`src/rtl/if_stage_pipe_if.sv`:
```
// rtl/if_stage_pipe_if.sv - fetch-stage bus: hazard/branch inputs, imem port, IF/ID outputs, perf counters
// slave is the fetch stage; master is its environment (hazard unit, EXE, imem, ID).
interface if_stage_pipe_if #(
    parameter int unsigned CNT_W = 16
);
    logic              freeze;
    logic              branch_taken;
    logic [31:0]       branch_addr;
    logic              cnt_clr;
    logic [31:0]       imem_data;
    logic [31:0]       imem_addr;
    logic [31:0]       pc_out;
    logic [31:0]       instr_out;
    logic              valid_out;
    logic [CNT_W-1:0]  stall_cnt;
    logic [CNT_W-1:0]  flush_cnt;

    modport slave (
        input  freeze,
        input  branch_taken,
        input  branch_addr,
        input  cnt_clr,
        input  imem_data,
        output imem_addr,
        output pc_out,
        output instr_out,
        output valid_out,
        output stall_cnt,
        output flush_cnt
    );

    modport master (
        output freeze,
        output branch_taken,
        output branch_addr,
        output cnt_clr,
        output imem_data,
        input  imem_addr,
        input  pc_out,
        input  instr_out,
        input  valid_out,
        input  stall_cnt,
        input  flush_cnt
    );
endinterface

```
`src/rtl/if_stage_pipe.sv`:
```
// rtl/if_stage_pipe.sv - instruction fetch stage with IF/ID register and saturating stall/flush counters
// Priority everywhere: rst > branch_taken > freeze > advance; counters: rst > cnt_clr > increment.
module if_stage_pipe #(
    parameter logic [31:0] RESET_PC = 32'h0000_0000,
    parameter int unsigned CNT_W    = 16
) (
    input  logic           clk,
    input  logic           rst,
    if_stage_pipe_if.slave bus
);
    localparam logic [CNT_W-1:0] CNT_ONE = CNT_W'(1);
    localparam logic [CNT_W-1:0] CNT_MAX = '1;

    logic [31:0]      pc;
    logic [31:0]      pc_plus4;
    logic [31:0]      pc_out_q;
    logic [31:0]      instr_q;
    logic             valid_q;
    logic             run;
    logic [CNT_W-1:0] stall_q;
    logic [CNT_W-1:0] flush_q;
    logic             stall_inc;
    logic             flush_inc;

    assign pc_plus4  = pc + 32'd4;
    assign stall_inc = run && bus.freeze && !bus.branch_taken;
    assign flush_inc = run && bus.branch_taken;

    // The first edge after reset only releases the stage; fetching starts on the next one.
    always_ff @(posedge clk) begin
        if (rst) begin
            run <= 1'b0;
        end else begin
            run <= 1'b1;
        end
    end

    always_ff @(posedge clk) begin
        if (rst) begin
            pc <= RESET_PC;
        end else if (run) begin
            if (bus.branch_taken) begin
                pc <= {bus.branch_addr[31:2], 2'b00};
            end else if (!bus.freeze) begin
                pc <= pc_plus4;
            end
        end
    end

    always_ff @(posedge clk) begin
        if (rst) begin
            pc_out_q <= 32'h0;
            instr_q  <= 32'h0;
            valid_q  <= 1'b0;
        end else if (run) begin
            if (bus.branch_taken) begin
                pc_out_q <= 32'h0;
                instr_q  <= 32'h0;
                valid_q  <= 1'b0;
            end else if (!bus.freeze) begin
                pc_out_q <= pc_plus4;
                instr_q  <= bus.imem_data;
                valid_q  <= 1'b1;
            end
        end
    end

    always_ff @(posedge clk) begin
        if (rst || bus.cnt_clr) begin
            stall_q <= '0;
            flush_q <= '0;
        end else begin
            if (stall_inc && (stall_q != CNT_MAX)) begin
                stall_q <= stall_q + CNT_ONE;
            end
            if (flush_inc && (flush_q != CNT_MAX)) begin
                flush_q <= flush_q + CNT_ONE;
            end
        end
    end

    assign bus.imem_addr = pc;
    assign bus.pc_out    = pc_out_q;
    assign bus.instr_out = instr_q;
    assign bus.valid_out = valid_q;
    assign bus.stall_cnt = stall_q;
    assign bus.flush_cnt = flush_q;
endmodule

```
`src/flat_wrapper.sv`:
```
// flat-port wrapper written by rule: the top's interface ports become plain ports
module if_stage_pipe_flat 
#(
    parameter logic [31:0] RESET_PC = 32'h0000_0000,
    parameter int unsigned CNT_W    = 16
)
  (clk, rst, bus_freeze, bus_branch_taken, bus_branch_addr, bus_cnt_clr, bus_imem_data, bus_imem_addr, bus_pc_out, bus_instr_out, bus_valid_out, bus_stall_cnt, bus_flush_cnt);
  if_stage_pipe_if #(.CNT_W(CNT_W)) bus_i ();
  input  logic clk;
  input  logic rst;
  input wire logic [$bits(bus_i.freeze)-1:0] bus_freeze;
  input wire logic [$bits(bus_i.branch_taken)-1:0] bus_branch_taken;
  input wire logic [$bits(bus_i.branch_addr)-1:0] bus_branch_addr;
  input wire logic [$bits(bus_i.cnt_clr)-1:0] bus_cnt_clr;
  input wire logic [$bits(bus_i.imem_data)-1:0] bus_imem_data;
  output wire logic [$bits(bus_i.imem_addr)-1:0] bus_imem_addr;
  output wire logic [$bits(bus_i.pc_out)-1:0] bus_pc_out;
  output wire logic [$bits(bus_i.instr_out)-1:0] bus_instr_out;
  output wire logic [$bits(bus_i.valid_out)-1:0] bus_valid_out;
  output wire logic [$bits(bus_i.stall_cnt)-1:0] bus_stall_cnt;
  output wire logic [$bits(bus_i.flush_cnt)-1:0] bus_flush_cnt;
  assign bus_i.freeze = bus_freeze;
  assign bus_i.branch_taken = bus_branch_taken;
  assign bus_i.branch_addr = bus_branch_addr;
  assign bus_i.cnt_clr = bus_cnt_clr;
  assign bus_i.imem_data = bus_imem_data;
  assign bus_imem_addr = bus_i.imem_addr;
  assign bus_pc_out = bus_i.pc_out;
  assign bus_instr_out = bus_i.instr_out;
  assign bus_valid_out = bus_i.valid_out;
  assign bus_stall_cnt = bus_i.stall_cnt;
  assign bus_flush_cnt = bus_i.flush_cnt;
  if_stage_pipe #(.RESET_PC(RESET_PC), .CNT_W(CNT_W)) u_core (.clk(clk), .rst(rst), .bus(bus_i));
endmodule
```
`config.mk`:
```
export PLATFORM = sky130hd
export DESIGN_NAME = if_stage_pipe_flat
export DESIGN_NICKNAME = d
export VERILOG_FILES = /design/src/rtl/if_stage_pipe_if.sv /design/src/rtl/if_stage_pipe.sv /design/src/flat_wrapper.sv
export SDC_FILE = /design/constraint.sdc
export NUM_CORES = 1
export LEC_CHECK = 0
export ABC_AREA = 0
export CORE_ASPECT_RATIO = 0.6
export CORE_MARGIN = 10
export CORE_UTILIZATION = 50
export CTS_BUF_LIST = sky130_fd_sc_hd__clkbuf_8 sky130_fd_sc_hd__clkbuf_16
export CTS_CLUSTER_SIZE = 25
export DETAILED_ROUTE_END_ITERATION = 12
export PLACE_DENSITY = 0.86
export REMOVE_ABC_BUFFERS = 1
export SLEW_MARGIN = 30
export SYNTH_ARGS = -nofsm -noshare
export SYNTH_HDL_FRONTEND = slang
export SYNTH_SLANG_ARGS = --single-unit
```
`constraint.sdc`:
```
create_clock -name clk -period 3.05 [get_ports clk]
set_input_delay 0.4575 -clock clk [delete_from_list [all_inputs] [get_ports clk]]
set_output_delay 0.4575 -clock clk [all_outputs]
set_load 0.05 [all_outputs]
```
==> metrics, run 1 <==
PD cells 478.0 mW/mm^2; ANT cells 0; CTS Sinks 127; grt ovf 0; pre-CTS setup slack 0.5171 ns; Syn Inst Count 731; register area 0.002542 sq mm; Die ar. 0.01709 sq mm; leading post-synthesis cells by cell area dfxtp_1 42%, nand2_1 5.9%, nand3b_1 4.9%, a21oi_1 4.6%, xor2_1 4.2%; hold path depth 3; Crit Path Max Fanout 9; synth warn 0; Tightest Hold Check Type in2reg; DR DRC count 0; CTS Hold Buffers Added 0; Synth Area in XOR/XNOR 7.792%; P&R area growth vs syn 41.33%; setup violators final 0; cells along the critical path ha_1 > nand3_2 > nor4_4 > nand4b_2 > or4_1 > a31oi_1; Synth async-reset ratio 0%; initial antenna violation count 0; worst setup path class reg2reg; clock root buffer clkbuf_16; cells on worst reg2reg path 6; Buf/Inv on CP 0; Hold WS 0.4414 ns; H-tree levels 4; Routed Antenna Nets 0; Synth Cell Area 0.006070 sq mm; share of cells above drive strength 1 6.674%; Mapped Avg Cell Area approximately 8.3 sq um; Starting Density 50.81%; status finished, final reports clean; Yosys reg bits between 100 and 150; Post-synth EDFFs 0; slowest stage delay, CP a little over 0.6 ns; busiest grt layer met2; HPWL after detailed placement 14250 microns; largest net degree at the start of global routing 56; largest area contributor in the netlist dfxtp_1; relative slew slack 48.02%; Final Max Tran Viols 0; top-count cell post-synth dfxtp_1; Hold Startpoint rst; Filler cells 962; CTS clk-pin slew, worst paths 0.06 ns; max frequency 386.9 MHz; CTS Buf Count 17; clk_skew between 0.015 and 0.02 ns; largest family of logic cells by synthesized area simple AND/OR/NAND/NOR gates; register area share after synthesis 41.89%; GR Util All Layers a little under a quarter; Boundary Pins approximately 200; Clk Latency, worst-skew pair 0.42 ns; FP Rows 31; Post-Route WL 19920 microns; Hold EP u_core.run$_DFF_P_; RD Place Congestion about 0.87; ys flop type dfxtp_1; Final min period ~2.6 ns; RSZ-0062 raised after global routing no; worst slew pin tran 0.7779 ns; Final WS setup 0.4650 ns; post-synthesis adder-cell area fraction 0.6184%; Finished Layout Cells 1079; met2 Track Usage GR 32.35%; r2r setup slk 0.47 ns; CP arrival 2.92 ns; maximum buffer depth of the clock tree 2; GRT met3 Usage 9.169%; placed inst area 0.008071 sq mm; CTS tree yes; vias ~6100; Hold Fails Final Rpt 0; CP delay by family, top simple AND/OR/NAND/NOR gates; Reg-to-Reg End u_core.bus.imem_addr[28]$_SDFFE_PP0P_; Worst EP required 3.39 ns; # Max-Cap Violations 0; Lkg Pwr 2.926 nW; Critical Path End Type flip-flop; CP max stage cell nor4_4; Die H 105.3 microns; share of the synthesized area in the top cell type roughly two fifths; Core ar. approximately 0.012 sq mm; Netlist cell types 61; fraction of the mapped netlist area in simple logic gates between 20% and 30%; Port Buffers 193; Post-synth top cells 127 x dfxtp_1, 96 x nand2_1, 64 x nor2_1; Reg-to-Reg Start u_core.bus.imem_addr[2]$_SDFFE_PP0P_; first-pass GRT wire length 31860 microns; crit start category flip-flop; Peak VDD IR between 400 and 500 uV; grt met1 use 30.35%; placed cell count 1048; Synth Area in Compound Gates approximately 16%; vias in the first global route just under 6000; Pre-Repair DR Iteration Count 5; Routed WL per cell about 18 microns; Final nets around 970; cell area after layout 0.008578 sq mm; setup TNS 0 ns; post_cts resized 0; number of setup buffers added after CTS 0; Avg Vias per Cell between 5 and 6; fin crit share 84.75%; Die W around 160 microns; post-synthesis mux area share just over 1%; Multi-input gate area between 0.003 and 0.004 sq mm; Iteration-0 DRC Markers 488
==> where the power goes <==
group	total (W)	internal [W]	switching [W]	leakage, nW
Clock	0.00176	0.00101	0.000745	0.252
Sequential	0.00177	0.00171	0.0000612	1.03
Combinational	0.000575	0.000227	0.000348	1.64
==> final cells by class <==
| cell class | instances | share of cell area (%) |
|---|---|---|
| Timing Repair Buffer | 207 | 23.63 |
| Clock buffer | 17 | 4.959 |
| Multi-Input combinational cell | 544 | 38.20 |
| Inverter | 5 | 0.2188 |
| Sequential cell | 127 | 29.64 |
| Tap cell | 165 | 2.407 |
| Clock inverter | 14 | 0.9481 |
==> tightest hold or removal path, cell delays in order <==
cell and delay (ns):
buf_2 0.14, clkinv_1 0.05, buf_4 0.15
==> layer usage <==
metal	part of all wire, %	up-vias
met5	0	-
li1	-	2955
met3	10	32
met4	2.1	0
met1	45	2869
met2	43	278
==> layout by cell type (no fill, tap or decap), drive strengths merged, types with 4 or more instances in the layout <==
master	Yosys	layout
nor3	11	11
mux2i	5	5
xnor2	25	25
xor2	29	29
clkdlybuf4s50	0	191
nor2	64	64
clkinvlp	0	4
nand3b	40	40
a22oi	15	15
and3	20	20
nor3b	4	4
and4	9	9
a31oi	11	11
clkbuf	39	17
o2111ai	5	5
clkinv	1	9
dfxtp	127	127
o31ai	4	4
nand4	20	20
buf	17	16
a21oi	56	56
nand3	24	24
nor4	5	5
a211oi	6	6
nand2	96	96
o21ai	49	49
inv	4	6
or3	4	4
==> per-stage QoR <==
stage,util [%],total power [W]
global placement,67.56,0.002364
finish,71.81,0.004100
detailed placement,67.56,0.002371
global route,71.81,0.004243
floorplan,-,0.002092
CTS,71.81,0.004122
==> cell families (layout without fill, tap and decap cells) <==
| logic type | Yosys count | in the layout |
|---|---|---|
| simple gates | 313 | 313 |
| flops | 127 | 127 |
| compound gates | 166 | 166 |
| xor+xnor | 54 | 54 |
| mux | 6 | 6 |
| other cells | 1 | 2 |
| fa+ha+maj | 3 | 3 |
| buf+inv | 61 | 243 |
==> flip-flops by register name, indices dropped and copies added, names as in the netlist <==
| signal | count |
|---|---|
| u_core.bus.stall_cnt | 16 |
| u_core.bus.valid_out | 1 |
| u_core.bus.imem_addr | 30 |
| u_core.bus.flush_cnt | 16 |
| u_core.run | 1 |
| u_core.bus.pc_out | 31 |
| u_core.bus.instr_out | 32 |
==> how the worst max path moves through the flow <==
stage | startpoint | endpoint | slack (ns) | cells after the start
finish | u_core.bus.imem_addr[2]$_SDFFE_PP0P_ | u_core.bus.imem_addr[28]$_SDFFE_PP0P_ | 0.47 | 6
global route | u_core.bus.imem_addr[2]$_SDFFE_PP0P_ | u_core.bus.imem_addr[28]$_SDFFE_PP0P_ | 0.24 | 6
CTS | u_core.bus.imem_addr[2]$_SDFFE_PP0P_ | u_core.bus.imem_addr[28]$_SDFFE_PP0P_ | 0.50 | 6
detailed placement | u_core.bus.imem_addr[2]$_SDFFE_PP0P_ | u_core.bus.imem_addr[28]$_SDFFE_PP0P_ | 0.52 | 6
global placement | u_core.bus.imem_addr[2]$_SDFFE_PP0P_ | u_core.bus.imem_addr[28]$_SDFFE_PP0P_ | 0.59 | 6
floorplan | u_core.run$_DFF_P_ | u_core.bus.imem_addr[30]$_SDFFE_PP0P_ | 0.24 | 4
(Power assumes the default switching activity.)
==> inputs of run 2 (changes only) <==
--- a/config.mk
+++ b/config.mk
@@ -8,11 +8,11 @@
 export ABC_AREA = 0
 export CORE_ASPECT_RATIO = 0.6
 export CORE_MARGIN = 10
-export CORE_UTILIZATION = 50
+export CORE_UTILIZATION = 42
 export CTS_BUF_LIST = sky130_fd_sc_hd__clkbuf_8 sky130_fd_sc_hd__clkbuf_16
 export CTS_CLUSTER_SIZE = 25
 export DETAILED_ROUTE_END_ITERATION = 12
-export PLACE_DENSITY = 0.86
+export PLACE_DENSITY = 0.77
 export REMOVE_ABC_BUFFERS = 1
 export SLEW_MARGIN = 30
 export SYNTH_ARGS = -nofsm -noshare
==> constraint.sdc (replaced) <==
create_clock -name clk -period 2.3 [get_ports clk]
set_input_delay 0.345 -clock clk [delete_from_list [all_inputs] [get_ports clk]]
set_output_delay 0.345 -clock clk [all_outputs]
set_load 0.05 [all_outputs]
==> metrics, run 2 (synthesized netlist as in run 1, its figures left out) <==
commonest cells after routing, fill and taps aside 191 x clkdlybuf4s50_1, 127 x dfxtp_1, 95 x nand2_1; P&R area growth vs syn 46.84%; Core ar. 0.01391 sq mm (+16%); vias 6087 (-0.77%); Reg-to-Reg Start u_core.bus.imem_addr[5]$_SDFFE_PP0P_; Clk Latency, worst-skew pair 0.41 ns (about the same); Hold Fails Final Rpt 0 (unchanged); CTS Hold Buffers Added 0 (unchanged); Multi-input gate area 0.003277 sq mm (unchanged); Filler cells 1197 (+24%); # Max-Cap Violations 0 (unchanged); DR DRC count 0 (unchanged); Iteration-0 DRC Markers 412 (-16%); clk_skew 0.01311 ns (-0.002628 ns); Die H 113.1 microns (+7.4%); max frequency between 400 and 500 MHz; fin crit share roughly 95%; GR Util All Layers 20.00% (-2.7 points); Final min period roughly 2.2 ns; Routed WL per cell 18.01 microns (-2.4%); vias in the first global route 5862 (+1.0%); Flop pwr share 40.7% (-2.4 points); Pre-Repair DR Iteration Count 5 (unchanged); CTS clk-pin slew, worst paths 0.06 ns (about the same); CP delay by family, top buffers and inverters; Starting Density 43.62% (-7.2 points); CTS Buf Count 17 (unchanged); r2r setup slk 0.20 ns (-0.27 ns); cell area after layout 0.008912 sq mm (+3.9%); Net Sw Power 0.001500 W (+30%); Routed Antenna Nets 0 (unchanged); ANT cells 0 (unchanged); register area 0.002542 sq mm (unchanged); post_cts resized 0 (unchanged); P_int 0.004224 W (+43%); share of cells above drive strength 1 9.265% (+2.6 points); CP startpoint u_core.bus.imem_addr[9]$_SDFFE_PP0P_; Critical Path Sink bus_imem_addr[9]; Lkg Pwr 3.102 nW (+6.0%); HPWL after detailed placement 14950 microns (+4.9%); FP Rows 33 (+6.5%); Avg Vias per Cell 5.382 (-5.3%); cells along the critical path buf_4 > clkdlybuf4s50_1; number of setup buffers added after CTS 0 (unchanged); Final Max Tran Viols 0 (unchanged); PnR Total Power 0.005723 W (+40%); CTS tree yes; maximum buffer depth of the clock tree 2 (unchanged); CTS Sinks 127 (unchanged); worst setup path class reg2out; cells on worst reg2reg path 6 (unchanged); Final nets 1001 (+2.8%); PD cells 642.2 mW/mm^2 (+34%); crit start category flip-flop; Worst EP required 1.96 ns (-1.43 ns); initial antenna violation count 0 (unchanged); Port Buffers 193 (unchanged); Peak VDD IR 464.5 uV (+11%); grt ovf 0 (unchanged); clock network power share 45.1% (+2.2 points); Hold WS 0.2851 ns (-0.1563 ns); relative slew slack 52.52% (+4.5 points); status finished, final reports clean; worst slew pin tran 0.7121 ns (-0.06574 ns); RD Place Congestion 0.8386 (-3.8%); RSZ-0062 raised after global routing no; Buf/Inv on CP 2 (+2); H-tree levels 4 (unchanged); number of cells on the critical path 2 (-4); largest net degree at the start of global routing 82 (+46%); Reg-to-Reg End u_core.bus.imem_addr[27]$_SDFFE_PP0P_; slowest stage delay, CP 0.82 ns (+0.20 ns); commonest non-fill, non-tap cell in the layout clkdlybuf4s50_1; CP arrival 1.84 ns (-1.08 ns); CP max stage cell clkdlybuf4s50_1; Crit Path Max Fanout 8 (-1); Critical Path End Type output port; setup violators final 0 (unchanged); Die ar. 0.01982 sq mm (+16%); Post-Route WL 20370 microns (+2.3%); combinational fraction of design power 14.2% (+0.2 points); first-pass GRT wire length 32500 microns (+2.0%); Hold Startpoint rst; clock root buffer clkbuf_16; Boundary Pins 198 (unchanged); max reg flops 32 (unchanged); Net Sw Frac 26.20% (-1.9 points); Die W 175.2 microns (+8.0%); Tightest Hold Check Type in2reg; placed inst area 0.008346 sq mm (+3.4%)
==> run 2: metrics by stage <==
step           util, %  cells  setup WS, ns  setup TNS, ns
4_1_cts          64.05   1131       0.09350              0
3_5_place_dp     59.98   1102        0.1302              0
5_1_grt          64.05   1131       0.03372              0
6_report         64.05   1131        0.1164              0
2_1_floorplan        -    676       -0.5104         -9.253
3_3_place_gp     59.98   1102        0.1651              0
==> run 2: final cells by class <==
cell class,instances,area share (%)
clock inverter,6,0.6598
timing repair buffer,234,25.44
inverter,5,0.2106
sequential,127,28.53
multi-input combinational,544,36.77
tap,192,2.695
clock buffer,23,5.700
==> run 2: worst min-delay path by stage <==
stage,to,slack (ns),depth (start not counted)
floorplan,u_core.bus.imem_addr[10]$_SDFFE_PP0P_,0.41,1
global placement,u_core.bus.pc_out[30]$_SDFFE_PP0P_,0.44,2
detailed placement,u_core.bus.pc_out[17]$_SDFFE_PP0P_,0.44,2
CTS,u_core.bus.imem_addr[24]$_SDFFE_PP0P_,0.28,2
global route,u_core.bus.imem_addr[24]$_SDFFE_PP0P_,0.27,2
finish,u_core.bus.imem_addr[24]$_SDFFE_PP0P_,0.29,2
==> run 2: power by group through the flow <==
stage               clock (W)  sequential [W]  combinational, W
finish                0.00258         0.00233          0.000814
global route          0.00272         0.00233          0.000870
CTS                   0.00262         0.00233          0.000816
detailed placement          0         0.00237          0.000812
global placement            0         0.00237          0.000807
floorplan                   0         0.00258          0.000199
==> run 2: routing by layer <==
layer  routed length, microns  GRT usage (%)  part of all wire (%)  vias up
met3                     2146          8.732                    11        6
li1                         -              -                     -     3005
met1                     9482          27.17                    47     2833
met4                       81          3.431                  0.40        0
met5                        0              0                     0        -
met2                     8656          28.96                    43      243
==> run 2: worst register-to-register path: stages (launching register included) <==
cell	delay (ns)
dfxtp_1	0.46
nand4_1	0.34
nor4_4	0.30
buf_12	0.19
nand4_1	0.13
a2111oi_0	0.45
a211oi_1	0.09
==> inputs of run 3 (changes only) <==
--- a/config.mk
+++ b/config.mk
@@ -12,6 +12,7 @@
 export CTS_BUF_LIST = sky130_fd_sc_hd__clkbuf_8 sky130_fd_sc_hd__clkbuf_16
 export CTS_CLUSTER_SIZE = 25
 export DETAILED_ROUTE_END_ITERATION = 12
+export GPL_TIMING_DRIVEN = 0
 export PLACE_DENSITY = 0.77
 export REMOVE_ABC_BUFFERS = 1
 export SLEW_MARGIN = 30
==> metrics, run 3 (synthesized netlist as in run 1, its figures left out) <==
status finished, final reports clean; Routed WL per cell 18.35 microns (+1.9%); Hold Startpoint rst; Avg Vias per Cell 5.469 (+1.6%); Buf/Inv on CP 1 (-1); P&R area growth vs syn 44.65%; Critical Path End Type output port; Die ar. 0.01982 sq mm (unchanged); Die W 175.2 microns (unchanged); PD cells 650.8 mW/mm^2 (+1.3%); H-tree levels 4 (unchanged); Die H 113.1 microns (unchanged); Routed Antenna Nets 0 (unchanged); Critical Path Sink bus_imem_addr[20]; CP startpoint u_core.bus.imem_addr[20]$_SDFFE_PP0P_; Peak VDD IR 558.1 uV (+20%); Final min period 2.197 ns (+0.01346 ns); Post-Route WL 20280 microns (-0.45%); vias 6043 (-0.72%); Worst EP required 1.96 ns (about the same); Multi-input gate area 0.003316 sq mm (+1.2%); CP arrival 1.85 ns (about the same); Lkg Pwr 3.023 nW (-2.6%); pre-CTS setup slack -1.105 ns (-1.235 ns); cells on worst reg2reg path 5 (-1); Final nets 972 (-2.9%); r2r setup slk 0.14 ns (-0.06 ns); number of cells on the critical path 1 (-1); Tightest Hold Check Type in2reg; FP Rows 33 (unchanged); share of cells above drive strength 1 7.237% (-2.0 points); clock root buffer clkbuf_16; HPWL after detailed placement 13990 microns (-6.5%); Pre-Repair DR Iteration Count 5 (unchanged); relative slew slack 47.43% (-5.1 points); vias in the first global route 5781 (-1.4%); setup violators final 0 (unchanged); CP delay by family, top buffers and inverters; CTS clk-pin slew, worst paths 0.06 ns (about the same); RSZ-0062 raised after global routing no; commonest non-fill, non-tap cell in the layout clkdlybuf4s50_1; CP max stage cell clkdlybuf4s50_1; setup TNS 0 ns (unchanged); initial antenna violation count 1 (+1); Starting Density 43.62% (unchanged); CTS Hold Buffers Added 0 (unchanged); register area 0.002547 sq mm (+0.20%); commonest cells after routing, fill and taps aside 190 x clkdlybuf4s50_1, 123 x dfxtp_1, 94 x nand2_1; Hold Fails Final Rpt 0 (unchanged); Crit Path Max Fanout 10 (+2); crit start category flip-flop; Final WS setup 0.1030 ns (-0.01346 ns); max frequency 455.2 MHz (-0.61%); placed cell count 1064 (-3.4%); Filler cells 1227 (+2.5%); fin crit share 95.52% (+0.59 points); slowest stage delay, CP 0.92 ns (+0.10 ns); GR Util All Layers 19.66% (-0.34 points); clk_skew 0.01172 ns (-0.001386 ns); maximum buffer depth of the clock tree 2 (unchanged); # Max-Cap Violations 0 (unchanged); Core ar. 0.01391 sq mm (unchanged); grt ovf 0 (unchanged); first-pass GRT wire length 31800 microns (-2.2%); CTS Buf Count 17 (unchanged); DR DRC count 0 (unchanged); worst setup path class reg2out; Iteration-0 DRC Markers 491 (+19%); CTS Sinks 127 (unchanged); Finished Layout Cells 1105 (-2.3%); Port Buffers 193 (unchanged); Boundary Pins 198 (unchanged); Reg-to-Reg Start u_core.bus.imem_addr[17]$_SDFFE_PP0P_; cells along the critical path clkdlybuf4s50_1; worst slew pin tran 0.7821 ns (+0.06994 ns); Clk Latency, worst-skew pair 0.41 ns (about the same); largest net degree at the start of global routing 76 (-7.3%); RD Place Congestion 0.8200 (-2.2%); max reg flops 32 (unchanged); Reg-to-Reg End u_core.bus.imem_addr[24]$_SDFFE_PP0P_; Final Max Tran Viols 0 (unchanged); fin util 63.10% (-0.95 points); CTS tree yes
## run 3: cell count changes in the layout (fill, tap and decap cells not counted), sizes merged
cell and change:
inv +2, clkbuf -4, clkinvlp +1, bufinv +1, clkinv +3, diode +1
dlymetal6s2s +1, clkdlybuf4s50 -1, buf -30
## run 3: final cells by class
cell class / instances / area share (%)
multi-input combinational: 544 / 37.77
sequential: 127 / 29.02
timing repair buffer: 205 / 23.80
clock buffer: 18 / 5.002
tap: 192 / 2.736
clock inverter: 13 / 1.439
inverter: 5 / 0.2138
antenna: 1 / 0.02850
## run 3: worst min-delay path by stage
| stage | to | slack [ns] | depth (start not counted) |
|---|---|---|---|
| finish | u_core.bus.instr_out[21]$_SDFFE_PP0P_ | 0.30 | 2 |
| global route | u_core.bus.instr_out[2]$_SDFFE_PP0P_ | 0.30 | 2 |
| CTS | u_core.bus.instr_out[10]$_SDFFE_PP0P_ | 0.30 | 2 |
| detailed placement | u_core.bus.pc_out[18]$_SDFFE_PP0P_ | 0.44 | 2 |
| global placement | u_core.bus.pc_out[18]$_SDFFE_PP0P_ | 0.44 | 2 |
| floorplan | u_core.bus.imem_addr[10]$_SDFFE_PP0P_ | 0.41 | 1 |
## run 3: metrics by stage
step	hold WS [ns]	instance area, sq um	power [W]
4_1_cts	0.2983	8728	0.005737
2_1_floorplan	0.4141	5834	0.002775
3_5_place_dp	0.4417	8094	0.003153
5_1_grt	0.3040	8777	0.005918
6_report	0.3045	8780	0.005714
3_3_place_gp	0.4356	8006	0.003137
## run 3: timing repair
action	in CTS	in global routing
buffers inserted	7	1
gates cloned	0	1
resized for setup	5	7
setup endpoints to repair	39	11
pin swaps	2	1
## run 3: power breakdown
part | leakage, nW | switching (W) | internal, W
registers | 1.03 | 0.0000832 | 0.00226
clock network | 0.281 | 0.000992 | 0.00160
logic | 1.71 | 0.000466 | 0.000308
total | 3.02 | 0.00154 | 0.00417
## run 3: layer usage
layer / global-route usage (%) / vias to the layer above / share of wire [%]
met5: 0 / - / 0
met4: 5.906 / 0 / 1.3
met3: 8.035 / 18 / 11
met2: 28.40 / 230 / 42
met1: 26.19 / 2830 / 45
li1: - / 2965 / -
